--- src/rtl/aes_key_pkg.sv ---
// aes_key_pkg: shared constants, state encoding and GF(2^8)/S-box helpers for the AES-128 key schedule
package aes_key_pkg;

    localparam logic [3:0] ROUNDS = 4'd10;

    typedef enum logic [1:0] {
        IDLE,
        EXPAND,
        EMIT
    } state_e;

    localparam logic [7:0] SBOX [256] = '{
        8'h63, 8'h7c, 8'h77, 8'h7b, 8'hf2, 8'h6b, 8'h6f, 8'hc5, 8'h30, 8'h01, 8'h67, 8'h2b, 8'hfe, 8'hd7, 8'hab, 8'h76,
        8'hca, 8'h82, 8'hc9, 8'h7d, 8'hfa, 8'h59, 8'h47, 8'hf0, 8'had, 8'hd4, 8'ha2, 8'haf, 8'h9c, 8'ha4, 8'h72, 8'hc0,
        8'hb7, 8'hfd, 8'h93, 8'h26, 8'h36, 8'h3f, 8'hf7, 8'hcc, 8'h34, 8'ha5, 8'he5, 8'hf1, 8'h71, 8'hd8, 8'h31, 8'h15,
        8'h04, 8'hc7, 8'h23, 8'hc3, 8'h18, 8'h96, 8'h05, 8'h9a, 8'h07, 8'h12, 8'h80, 8'he2, 8'heb, 8'h27, 8'hb2, 8'h75,
        8'h09, 8'h83, 8'h2c, 8'h1a, 8'h1b, 8'h6e, 8'h5a, 8'ha0, 8'h52, 8'h3b, 8'hd6, 8'hb3, 8'h29, 8'he3, 8'h2f, 8'h84,
        8'h53, 8'hd1, 8'h00, 8'hed, 8'h20, 8'hfc, 8'hb1, 8'h5b, 8'h6a, 8'hcb, 8'hbe, 8'h39, 8'h4a, 8'h4c, 8'h58, 8'hcf,
        8'hd0, 8'hef, 8'haa, 8'hfb, 8'h43, 8'h4d, 8'h33, 8'h85, 8'h45, 8'hf9, 8'h02, 8'h7f, 8'h50, 8'h3c, 8'h9f, 8'ha8,
        8'h51, 8'ha3, 8'h40, 8'h8f, 8'h92, 8'h9d, 8'h38, 8'hf5, 8'hbc, 8'hb6, 8'hda, 8'h21, 8'h10, 8'hff, 8'hf3, 8'hd2,
        8'hcd, 8'h0c, 8'h13, 8'hec, 8'h5f, 8'h97, 8'h44, 8'h17, 8'hc4, 8'ha7, 8'h7e, 8'h3d, 8'h64, 8'h5d, 8'h19, 8'h73,
        8'h60, 8'h81, 8'h4f, 8'hdc, 8'h22, 8'h2a, 8'h90, 8'h88, 8'h46, 8'hee, 8'hb8, 8'h14, 8'hde, 8'h5e, 8'h0b, 8'hdb,
        8'he0, 8'h32, 8'h3a, 8'h0a, 8'h49, 8'h06, 8'h24, 8'h5c, 8'hc2, 8'hd3, 8'hac, 8'h62, 8'h91, 8'h95, 8'he4, 8'h79,
        8'he7, 8'hc8, 8'h37, 8'h6d, 8'h8d, 8'hd5, 8'h4e, 8'ha9, 8'h6c, 8'h56, 8'hf4, 8'hea, 8'h65, 8'h7a, 8'hae, 8'h08,
        8'hba, 8'h78, 8'h25, 8'h2e, 8'h1c, 8'ha6, 8'hb4, 8'hc6, 8'he8, 8'hdd, 8'h74, 8'h1f, 8'h4b, 8'hbd, 8'h8b, 8'h8a,
        8'h70, 8'h3e, 8'hb5, 8'h66, 8'h48, 8'h03, 8'hf6, 8'h0e, 8'h61, 8'h35, 8'h57, 8'hb9, 8'h86, 8'hc1, 8'h1d, 8'h9e,
        8'he1, 8'hf8, 8'h98, 8'h11, 8'h69, 8'hd9, 8'h8e, 8'h94, 8'h9b, 8'h1e, 8'h87, 8'he9, 8'hce, 8'h55, 8'h28, 8'hdf,
        8'h8c, 8'ha1, 8'h89, 8'h0d, 8'hbf, 8'he6, 8'h42, 8'h68, 8'h41, 8'h99, 8'h2d, 8'h0f, 8'hb0, 8'h54, 8'hbb, 8'h16
    };

    function automatic logic [7:0] sbox(input logic [7:0] b);
        return SBOX[b];
    endfunction

    // Round constants for rounds 1..10; any other index yields 0.
    function automatic logic [7:0] rcon(input logic [3:0] i);
        case (i)
            4'd1:    return 8'h01;
            4'd2:    return 8'h02;
            4'd3:    return 8'h04;
            4'd4:    return 8'h08;
            4'd5:    return 8'h10;
            4'd6:    return 8'h20;
            4'd7:    return 8'h40;
            4'd8:    return 8'h80;
            4'd9:    return 8'h1b;
            4'd10:   return 8'h36;
            default: return 8'h00;
        endcase
    endfunction

    function automatic logic [7:0] xtime(input logic [7:0] a);
        return {a[6:0], 1'b0} ^ (a[7] ? 8'h1b : 8'h00);
    endfunction

    // Shift-and-add multiply; constant b folds down to a few xtime stages.
    function automatic logic [7:0] gmul(input logic [7:0] a, input logic [7:0] b);
        logic [7:0] p;
        logic [7:0] x;
        p = '0;
        x = a;
        for (int i = 0; i < 8; i++) begin
            if (b[i]) p = p ^ x;
            x = xtime(x);
        end
        return p;
    endfunction

endpackage

--- src/rtl/aes_dec_key_generator_inv_mixcol_word.sv ---
// aes_inv_mixcol_word: InvMixColumns applied to one 32-bit column (byte 0 in bits [31:24])
//   col_i  input column
//   col_o  transformed column
module aes_inv_mixcol_word
    import aes_key_pkg::*;
(
    input  logic [31:0] col_i,
    output logic [31:0] col_o
);

    logic [7:0] a0, a1, a2, a3;

    assign {a0, a1, a2, a3} = col_i;
    assign col_o = {
        gmul(a0, 8'h0e) ^ gmul(a1, 8'h0b) ^ gmul(a2, 8'h0d) ^ gmul(a3, 8'h09),
        gmul(a0, 8'h09) ^ gmul(a1, 8'h0e) ^ gmul(a2, 8'h0b) ^ gmul(a3, 8'h0d),
        gmul(a0, 8'h0d) ^ gmul(a1, 8'h09) ^ gmul(a2, 8'h0e) ^ gmul(a3, 8'h0b),
        gmul(a0, 8'h0b) ^ gmul(a1, 8'h0d) ^ gmul(a2, 8'h09) ^ gmul(a3, 8'h0e)
    };

endmodule

--- src/rtl/g_function.sv ---
// g_function: AES key-schedule g(): RotWord, SubWord, then XOR rcon into the top byte
//   word_i  32-bit input word
//   rcon_i  round constant byte
//   word_o  transformed word
module g_function
    import aes_key_pkg::*;
(
    input  logic [31:0] word_i,
    input  logic [7:0]  rcon_i,
    output logic [31:0] word_o
);

    logic [31:0] rot;

    assign rot    = {word_i[23:0], word_i[31:24]};
    assign word_o = {sbox(rot[31:24]) ^ rcon_i, sbox(rot[23:16]), sbox(rot[15:8]), sbox(rot[7:0])};

endmodule

--- src/rtl/aes_dec_key_generator.sv ---
// aes_dec_key_generator: on-the-fly AES-128 decryption key schedule, emits k10..k0 over valid/ready
//   clk, rst              clock; asynchronous active-low reset
//   start_i, key_i        schedule request (sampled in IDLE) and cipher key k0
//   round_key_o           current round key, round_idx_o its round number (10..0)
//   round_key_valid_o     key/index valid; round_key_ready_i consumer accepts
//   busy_o, done_o        not-IDLE flag; one-cycle pulse after k0 is accepted
// Optional macro INV_MIXCOL_KEY_EN: rounds 9..1 are emitted through InvMixColumns
// for the equivalent inverse cipher; the working register always holds raw keys.
module aes_dec_key_generator
    import aes_key_pkg::*;
#(
    parameter int BLOCK_LENGTH = 128
) (
    input  logic                    clk,
    input  logic                    rst,
    input  logic                    start_i,
    input  logic [BLOCK_LENGTH-1:0] key_i,
    output logic [BLOCK_LENGTH-1:0] round_key_o,
    output logic                    round_key_valid_o,
    input  logic                    round_key_ready_i,
    output logic [3:0]              round_idx_o,
    output logic                    busy_o,
    output logic                    done_o
);

    state_e       state_q, state_d;
    logic [3:0]   cnt_q, cnt_d;
    logic [127:0] work_q, work_d;
    logic         done_q, done_d;

    logic [31:0]  w0, w1, w2, w3;
    logic [31:0]  g_in, g_out;
    logic [7:0]   g_rcon;
    logic [127:0] fwd_key, inv_key;

    assign {w0, w1, w2, w3} = work_q;

    // One g() instance shared by both directions: forward uses w3 with
    // rcon[cnt+1], inverse recovers the previous w3 as w7^w6 and uses rcon[cnt].
    assign g_in   = (state_q == EXPAND) ? w3 : (w3 ^ w2);
    assign g_rcon = rcon((state_q == EXPAND) ? cnt_q + 4'd1 : cnt_q);

    g_function u_g (
        .word_i (g_in),
        .rcon_i (g_rcon),
        .word_o (g_out)
    );

    always_comb begin
        fwd_key[127:96] = w0 ^ g_out;
        fwd_key[95:64]  = w1 ^ fwd_key[127:96];
        fwd_key[63:32]  = w2 ^ fwd_key[95:64];
        fwd_key[31:0]   = w3 ^ fwd_key[63:32];
    end

    assign inv_key = {w0 ^ g_out, w1 ^ w0, w2 ^ w1, w3 ^ w2};

    always_comb begin
        state_d = state_q;
        cnt_d   = cnt_q;
        work_d  = work_q;
        done_d  = 1'b0;
        unique case (state_q)
            IDLE: begin
                if (start_i) begin
                    work_d  = key_i;
                    cnt_d   = '0;
                    state_d = EXPAND;
                end
            end
            EXPAND: begin
                work_d = fwd_key;
                cnt_d  = cnt_q + 4'd1;
                if (cnt_q == ROUNDS - 4'd1) state_d = EMIT;
            end
            EMIT: begin
                if (round_key_ready_i) begin
                    if (cnt_q == 4'd0) begin
                        state_d = IDLE;
                        done_d  = 1'b1;
                    end else begin
                        work_d = inv_key;
                        cnt_d  = cnt_q - 4'd1;
                    end
                end
            end
            default: state_d = IDLE;
        endcase
    end

    always_ff @(posedge clk or negedge rst) begin
        if (!rst) begin
            state_q <= IDLE;
            cnt_q   <= '0;
            work_q  <= '0;
            done_q  <= 1'b0;
        end else begin
            state_q <= state_d;
            cnt_q   <= cnt_d;
            work_q  <= work_d;
            done_q  <= done_d;
        end
    end

`ifdef INV_MIXCOL_KEY_EN
    logic [127:0] imc_key;

    for (genvar i = 0; i < 4; i++) begin : g_imc
        aes_inv_mixcol_word u_imc (
            .col_i (work_q[127-32*i -: 32]),
            .col_o (imc_key[127-32*i -: 32])
        );
    end

    // k10 and k0 bracket the cipher as plain AddRoundKey and stay raw.
    assign round_key_o = (cnt_q != 4'd0 && cnt_q != ROUNDS) ? imc_key : work_q;
`else
    assign round_key_o = work_q;
`endif

    assign round_key_valid_o = (state_q == EMIT);
    assign round_idx_o       = cnt_q;
    assign busy_o            = (state_q != IDLE);
    assign done_o            = done_q;

endmodule
--- config.mk ---
export PLATFORM = sky130hd
export DESIGN_NAME = aes_dec_key_generator
export DESIGN_NICKNAME = d
export VERILOG_FILES = /design/src/rtl/aes_key_pkg.sv /design/src/rtl/aes_dec_key_generator_inv_mixcol_word.sv /design/src/rtl/g_function.sv /design/src/rtl/aes_dec_key_generator.sv
export SDC_FILE = /design/constraint.sdc
export NUM_CORES = 1
export LEC_CHECK = 0
export ABC_AREA = 1
export CORE_MARGIN = 3
export CORE_UTILIZATION = 30
export DETAILED_ROUTE_END_ITERATION = 8
export MAX_ROUTING_LAYER = met4
export PLACE_DENSITY = 0.46
export SYNTH_ARGS = -nofsm -noshare
export SYNTH_HDL_FRONTEND = slang
export SYNTH_SLANG_ARGS = --single-unit
--- constraint.sdc ---
create_clock -name clk -period 7.59 [get_ports clk]
set_input_delay 1.518 -clock clk [delete_from_list [all_inputs] [get_ports clk]]
set_output_delay 1.518 -clock clk [all_outputs]
set_load 0.1 [all_outputs]
Word-level counts from Yosys, hierarchy flattened
Memory sizes are Yosys's and may differ from the RTL's.
Cells that the tools add are included.
- output and inout bits: 135
- logic and storage cells: 67
- bits in read-only memories: 8320
- bits in latches: 0
- bits in registers: 135
- memories: 5
- memory bits (writable): 0
- input bits: 132
- memories (name ; depth ; bits a word ; read ports ; clocked after memory_dff ; write ports ; RTL line ; text):
    (no name shown) ; 256 ; 8 ; 1 ; 0 ; 0 ; aes_key_pkg.sv:32 ; return SBOX[b];
    (no name shown) ; 256 ; 8 ; 1 ; 0 ; 0 ; aes_key_pkg.sv:32 ;
    (no name shown) ; 256 ; 8 ; 1 ; 0 ; 0 ; aes_key_pkg.sv:32 ;
    (no name shown) ; 256 ; 8 ; 1 ; 0 ; 0 ; aes_key_pkg.sv:32 ;
    (no name shown) ; 16 ; 8 ; 1 ; 0 ; 0 ; aes_key_pkg.sv:37 ; case (i)
- mux-type cells: 26
- reductions and logical operators: 6
- eq/ne operators: 8
- divide/modulo/power cells: 0
- multipliers: 0
- shifts and indexed selects: 0
- $add $sub $neg: 2
- $lt $le $gt $ge: 4
- bitwise gates (word level): 12
- operators by type and width (operator ; number):
    128-bit two-way mux ; 3
    128-bit case mux with 3 select lines ; 1
    32-bit XOR ; 7
    8-bit two-way mux ; 8
    9-bit greater-or-equal comparator (second input constant) ; 4
    8-bit NOT with 9-bit output ; 4
    32-bit two-way mux ; 1
    4-bit two-way mux ; 4
    4-bit case mux with 3 select lines ; 1
    2-bit two-way mux ; 4
    4-bit AND reduction ; 2
    8-bit XOR ; 1
    2-bit by 1-bit != test with 1-bit output (second input constant) ; 3
    2-bit case mux with 3 select lines ; 1
    4-bit by 1-bit adder with 4-bit output (second input constant) ; 1
    4-bit == test (second input constant) ; 1
    4-bit logical NOT ; 1
    2-bit != test (second input constant) ; 2
    4-bit by 1-bit subtractor with 4-bit output (second input constant) ; 1
    1-bit two-way mux ; 3
    3-bit nonzero test ; 1
    2-bit by 1-bit == test with 1-bit output (second input constant) ; 1
    2-bit == test (second input constant) ; 1
    2-bit logical NOT ; 1
    2-bit nonzero test ; 1

Depth between registers and ports, before layout
Gate-level depths: netlist (run 1).
- word-level depth: 12
- depth in mapped cells: 29

By module
Synthesis (run 1) repeated with hierarchy kept, for this count alone.
- cell total of the unflattened synthesis: 4412
- area, all modules: 22997.1 um2
- modules (own cells, without submodules) (module ; cells each ; times used ; area each (um2)):
    aes_dec_key_generator ; 2105 ; 1 ; 11857.6
    g_function ; 2307 ; 1 ; 11139.4

Worst setup path after synthesis (run 1)
Ideal clock, no wire load.
- path type: reg2reg
- from: register state_q[1]
- to: register work_q[28], in the netlist round_key_o[28]
- clock period less this slack: 3.604 ns
- cell stages (with the launch flop): 27
- path buffers: 6
- setup slack: 3.986 ns
- arrival: 3.483 ns
- path through: dfrtp_1 -> inv_1 -> ha_1 -> buf_6 -> buf_6 -> buf_6 -> buf_6 -> clkbuf_1 -> buf_1 -> nand2_1 -> inv_1 -> a21oi_1 -> inv_1 -> ha_1 -> nand2_1 -> nand2_1 -> o21ai_0 -> xor2_1 -> inv_1 -> nand3_1 -> nand3_1 -> nand3_1 -> nand3_1 -> nand3_1 -> nand2_1 -> nand2_1 -> nand2_1
- cells in the longest elaborated chain, start to end: 12
- elaborated cells on any way between the ends: 21
- ends and longest elaborated chain (element ; RTL line ; text):
    from (decl) ; aes_dec_key_generator.sv:26 ; state_e state_q, state_d;
    from (signal assigned) ; aes_dec_key_generator.sv:98 ; state_q <= state_d;
    2-bit by 1-bit == test with 1-bit output ; aes_dec_key_generator.sv:40, aes_dec_key_generator.sv:41, aes_dec_key_generator.sv:63 ;
    32-bit two-way mux ; aes_dec_key_generator.sv:40 ; assign g_in = (state_q == EXPAND) ? w3 : (w3 ^ w2);
    8-bit NOT with 9-bit output (not written as such) ; aes_key_pkg.sv:32 ;
    memory read 256 x 8 bit ; -- ;
    8-bit two-way mux (not written as such) (2 in series) ; aes_key_pkg.sv:32 ;
    8-bit XOR ; g_function.sv:16 ; assign word_o = {sbox(rot[31:24]) ^ rcon_i, sbox(rot[23:16]), sbox(rot[15:8]), sbox(rot[7:0])};
    32-bit XOR ; aes_dec_key_generator.sv:50 ; fwd_key[127:96] = w0 ^ g_out;
    32-bit XOR ; aes_dec_key_generator.sv:51 ; fwd_key[95:64] = w1 ^ fwd_key[127:96];
    32-bit XOR ; aes_dec_key_generator.sv:52 ; fwd_key[63:32] = w2 ^ fwd_key[95:64];
    32-bit XOR ; aes_dec_key_generator.sv:53 ; fwd_key[31:0] = w3 ^ fwd_key[63:32];
    128-bit case mux with 3 select lines ; aes_dec_key_generator.sv:63 ; unique case (state_q)
    to (signal assigned) ; aes_dec_key_generator.sv:100 ; work_q <= work_d;
    to (decl) ; aes_dec_key_generator.sv:28 ; logic [127:0] work_q, work_d;
Several ways; a longest one is shown, not always the timed one. The select of a mux whose other input is x is not followed.
A chain may end at the register's enable or synchronous reset.

Worst setup path after layout (run 1)
- from: register state_q[1]
- to: register work_q[39], in the netlist round_key_o[39]
- cells in the longest elaborated chain, start to end: 10
- elaborated cells on any way between the ends: 17
- ends and longest elaborated chain (element ; RTL line):
    2-bit by 1-bit == test with 1-bit output ; aes_dec_key_generator.sv:40, aes_dec_key_generator.sv:63
    32-bit two-way mux ; aes_dec_key_generator.sv:40
    8-bit NOT with 9-bit output (not written as such) ; aes_key_pkg.sv:32
    memory read 256 x 8 bit ; --
    8-bit two-way mux (not written as such) (2 in series) ; aes_key_pkg.sv:32
    32-bit XOR ; aes_dec_key_generator.sv:50
    32-bit XOR ; aes_dec_key_generator.sv:51
    32-bit XOR ; aes_dec_key_generator.sv:52
    128-bit case mux with 3 select lines ; aes_dec_key_generator.sv:63
Several ways; a longest one is shown, not always the timed one. The select of a mux whose other input is x is not followed.

==> results.tsv, run 1 <==
metric	value	unit
multi_input_area	17800	um^2
routedWlPerCell	21.9	um
nNetsFinal	4634	
post_cts_buffers	0	
holdPathStages	2	
critPathRequiredTime	7.93	ns
cts-resized-gates	0	
synth_compound_area_share	11.9	%
antenna_found_initial	1	
yosysUniqueCellTypes	43	
hold_class	flip-flop to flip-flop	
pin_count	267	
worstSetupPathType	flip-flop to flip-flop	
syn-instance-count	4385	
fillCellCount	8884	
via_per_inst	5.75	
clock_skew	0.0326	ns
synth_top_cells_by_count	1415 x nand3_1, 1348 x nand2_1, 270 x inv_1	
dp_hpwl	84.2	mm
die_w	287	um
grt_pass1_vias	28900	
ctsHoldBuffers	0	
clk_latency	0.51	ns
max-cap-violations	0	
cts-root-buf	clkbuf_16	
cts_sinks	135	
crit_chain	inv_1, ha_4, clkinv_2, buf_12, nand3_1, nand2_2, nor2_1, nand2_1, nand2_1, nand2_1, nand3_1, nand3_1, nand3_1, nand2_1, nand2_1, nand3_1, nand2_1, nand2_1, nand3_2, nand3_1, nand2_1, o21ai_0	
muxShareOfSynthArea	0	%
synth_xor_area_share	0.740	%
finalSetupViolCount	0	
syn_nets	4577	
status	finished clean	
stdcell_area	27200	um^2
period_minus_slack	4.95	ns
worst-path-max-fanout	39	
drive_gt1_share	4.94	%
synth_fa_ha_area_share	3.17	%
critical_path.max_stage_delay	0.66	ns
drv_slew	0	
finalSetupTns	0	ns
async_reset_ff_share	100	%
slowest_stage	nor2_1	
ant_nets	0	
clkTransAtPathRegs	0.07	ns
grt-busiest-layer	met2	
finalCritPeriodShare	65.2	%
overflow	0	
num_vias	31600	
dr.pass1.iters	8	
yosys.area_share.simple	58.9	%
grt_max_degree	151	
dieArea	82400	um^2
ys_ff_latch	135	
yosys_warnings	0	
grtUsageMet1	39.4	%
synth_edf_count	0	
antenna_cells	0	
cts_tree	yes	
final-hold-violation-count	0	
synth_top_cell_by_area	nand3_1	
grt_pass1_wl	182	mm
worst_pin_slew	1.16	ns
core	77800	um^2
yosysMostFrequentCell	nand3_1	
routed_wl	120	mm
syn_area	23700	um^2
drtIter0Drc	4875	
critPathMostFrequentCell	nand2_1	
gr-usage-all-layers	29.1	%
clock.fmax	0.202	GHz
grtUsageMet2	43.4	%
ys_seq_area_share	14.3	%
post-route-drc-count	0	
clk_path_buf_depth	2	
area_growth	14.8	%
grtUsageMet3	5.34	%
fp-row-count	102	
ys_top_cells_by_area	nand3_1 30%, nand2_1 21%, dfrtp_1 14%, inv_1 4.3%, o21ai_0 4.1%	
synth_top_area_share	29.9	%
seq_area	3380	um^2
place_congestion	1.02	
ys.flop_type	dfrtp_1	
synth.avg_cell_area	5.40	um^2
rsz0062_at_grt	false	
htree_num_levels	4	
synth_top_family_by_area	simple AND/OR/NAND/NOR gates	
crit_arrival	5.29	ns
cp-start-kind	flip-flop	
initial_core_util	30.4	%
end_kind	flip-flop	
slew_headroom	22.5	%
reg2reg_depth	22	
io_buffers	266	
die_h	287	um
numCtsBuffers	17	
placed_area	26600	um^2
-- flip-flops by register name (all words and copies together), names as in the netlist --
signal and cells:
state_q 2, done_o 1, round_key_o 128, round_idx_o 4
-- metrics by stage --
step | worst slack [ns] | std cells | hold WS (ns) | util [%]
2_1_floorplan | 3.99 | 4385 | 0.503 | -
3_3_place_gp | 2.73 | 5463 | 0.527 | 34.2
3_5_place_dp | 2.79 | 5463 | 0.530 | 34.2
4_1_cts | 2.79 | 5493 | 0.550 | 34.9
5_1_grt | 2.23 | 5493 | 0.619 | 34.9
6_report | 2.64 | 5493 | 0.552 | 34.9
-- area by class of cell --
cell class | count | share of cell area (%)
clock inverter | 8 | 0.364
sequential | 135 | 12.4
clock buffer | 22 | 1.74
tap | 1040 | 4.79
multi-input combinational | 3687 | 65.4
timing repair buffer | 313 | 11.2
inverter | 288 | 4.02
-- placed cells by master (no fill, tap or decap), drive strengths merged, types with 2 or more instances in the layout --
cell type and count:
nand3 1446, nand2 1414, inv 286, clkdlybuf4s50 265, o21ai 235, nor2 218
a21oi 158, dfrtp 135, ha 60, buf 48, o211ai 38, a22oi 32
a31oi 27, clkbuf 22, xor2 11, nand3b 10, nand4 10, xnor2 9
o22ai 7, clkinv 6, or2 4, clkinvlp 2, bufinv 2
-- cell families (layout without fill, tap and decap cells) --
family | count (synthesis) | count (layout)
AND/OR/NAND/NOR | 3105 | 3105
buffers and inverters | 563 | 631
AO/OA/AOI/OAI | 502 | 502
flip-flops | 135 | 135
adder cells (fa/ha/maj) | 60 | 60
XOR/XNOR | 20 | 20
-- critical path: cells and delay by family, from the launching register on --
kind | cells | cell delay, ns
flip-flops | 1 | 0.42
adder cells (fa/ha/maj) | 1 | 0.25
AND/OR/NAND/NOR | 17 | 2.90
AO/OA/AOI/OAI | 1 | 0.08
buffers and inverters | 3 | 1.05
-- layer usage --
metal,routed length [um],part of all wire (%)
met5,0,0
met4,4150,3.4
met3,11300,9.3
met2,52900,44
met1,52200,43
-- worst paths after layout --
path	start	to	slack (ns)
min in group asynchronous	rst	round_key_o[90]	0.89
min	round_key_o[92]	round_key_o[92]	0.55
max	state_q[1]	round_key_o[39]	2.64
min reg2reg	round_key_o[92]	round_key_o[92]	0.55
max reg2reg	state_q[1]	round_key_o[39]	2.64
max in group asynchronous	rst	round_key_o[110]	5.47
Power of run 1 is left out: the tool's default activity adds up to more than one toggle a clock period on the data nets, which glitch-free logic cannot reach.
==> run 2: changes to the inputs <==
Settings changed: PLACE_DENSITY 0.46 to 0.48.
Clock period 7.59 ns to 4.5 ns, I/O delays scaled along.
==> run 2 against run 1 <==
  * Final cell count up 1.3%
  * Worst hold slack worse by 0.13 ns
  * Sequential cell count is the same
  * Register-to-register slack worse by 2.4 ns
  * Via count grew 1.9%
==> results.tsv, run 2 (synthesis gave the netlist of run 1 again) <==
metric	value	unit
cts_sinks	135	
slew_headroom	22.2	%
worst-path-max-fanout	9	
rsz0062_at_grt	false	
status	finished clean	
htree_num_levels	4	
antenna_found_initial	7	
crit_arrival	4.54	ns
final-hold-violation-count	0	
finalSetupTns	0	ns
routed_wl	124	mm
routedWlPerCell	22.3	um
gr-usage-all-layers	30.1	%
core	77800	um^2
io_buffers	266	
worstSetupPathType	flip-flop to flip-flop	
worst_pin_slew	1.16	ns
dp_slack	0.417	ns
r2r_slack	0.28	ns
critPathRequiredTime	4.83	ns
drive_gt1_share	6.45	%
clock_skew	0.0214	ns
crit_chain	inv_1, ha_4, clkinv_2, buf_4, nand3_1, nand2_2, ha_1, inv_1, nand3_1, nand3_1, nand3_1, nand3_1, nand3_1, nand3_1, nand2_1, nand2_1, nand3_1, nand2_1, nand2_1, nand3_1, nand3_1, nand2_1, o21ai_0	
mostFrequentLayoutCells	1413 x nand3_1, 1342 x nand2_1, 269 x inv_1, 262 x clkdlybuf4s50_1, 217 x nor2_1	
overflow	0	
nNetsFinal	4695	
slowest_stage	nand3_1	
cp-start-kind	flip-flop	
clkTransAtPathRegs	0.08	ns
grt_pass1_wl	188	mm
area_growth	17.4	%
ant_nets	0	
largest_reg_flops	128	
die_w	287	um
critical_path.max_stage_delay	0.52	ns
drv_slew	0	
cts-root-buf	clkbuf_16	
clk_latency	0.49	ns
ctsHoldBuffers	0	
dr.pass1.iters	7	
max-cap-violations	0	
place_congestion	1.02	
dp_hpwl	90.1	mm
finalCritPeriodShare	93.7	%
numCtsBuffers	17	
via_per_inst	5.78	
grt_pass1_vias	30200	
worst-path-buf-inv	4	
final_common_cell	nand3_1	
finalSetupViolCount	0	
drtIter0Drc	4116	
cts_tree	yes	
end_kind	flip-flop	
num_vias	32100	
initial_core_util	30.4	%
hold_class	input port to async pin	
die_h	287	um
grt_max_degree	95	
clk_path_buf_depth	2	
fp-row-count	102	
setup_slack	0.284	ns
fillCellCount	8870	
critPathMostFrequentCell	nand3_1	
dieArea	82400	um^2
cpLargestDelayFamily	simple AND/OR/NAND/NOR gates	
post-route-drc-count	0	
clock.fmax	0.237	GHz
period_minus_slack	4.22	ns
pin_count	267	
==> run 2: cell count changes in the layout (fill, tap and decap cells not counted), moves of 3 or more <==
cell / change
diode_2: +7
clkdlybuf4s50_1: -3
buf_12: +8
buf_4: +56
==> run 2: cell type report <==
cell class | count | area (um^2) | share of cell area [%]
diodes | 7 | 17.5 | 0.0630
clock buffers | 20 | 467 | 1.68
clock inverters | 11 | 124 | 0.446
inverters | 288 | 1090 | 3.93
multi-input cells | 3687 | 17800 | 64.1
flip-flops and latches | 135 | 3380 | 12.2
well taps | 1040 | 1300 | 4.68
repair buffers | 374 | 3600 | 13.0
==> run 2: worst reg2reg max path, cell delays in order (launching register included) <==
cell and delay [ns]:
dfrtp_1 0.41, inv_1 0.18, ha_4 0.20, clkinv_2 0.22
buf_4 0.25, nand3_1 0.10, nand2_2 0.18, ha_1 0.30
inv_1 0.08, nand3_1 0.52, nand3_1 0.35, nand3_1 0.10
nand3_1 0.08, nand3_1 0.13, nand3_1 0.15, nand2_1 0.06
nand2_1 0.11, nand3_1 0.15, nand2_1 0.13, nand2_1 0.07
nand3_1 0.07, nand3_1 0.06, nand2_1 0.08, o21ai_0 0.07
==> run 2: through the flow <==
stage                     instance area [um^2]  std cells  util (%)  hold slack, ns
after floorplan                          23700       4385         -           0.503
after global placement                   27200       5524      34.9           0.533
after detailed placement                 27200       5524      34.9           0.542
after CTS                                27700       5555      35.6           0.431
after global routing                     27800       5562      35.7           0.456
final                                    27800       5562      35.7           0.427
==> run 2: final timing paths <==
path / start / endpoint / depth (start not counted)
hold / removal: rst / round_key_o[30] / 1
max in group asynchronous: rst / round_key_o[81] / 2
min in group clk: state_q[1] / state_q[1] / 2
hold reg to reg: state_q[1] / state_q[1] / 2
setup reg to reg: state_q[1] / round_key_o[60] / 23
setup / recovery: state_q[1] / round_key_o[60] / 23
==> run 2: timing repair <==
action / in CTS / in global routing
setup buffers: 0 / 0
endpoints found under the setup margin: 0 / 5
gates resized for setup: 0 / 8
==> run 2: metal layers <==
metal / GRT usage (%) / share of wire, % / vias to the layer above
met5: - / 0 / -
met4: 13.3 / 4.7 / 0
met3: 6.06 / 10 / 351
met2: 44.1 / 43 / 1874
met1: 39.8 / 42 / 14800
li1: - / - / 15100
Power of run 2 is left out for the same reason.
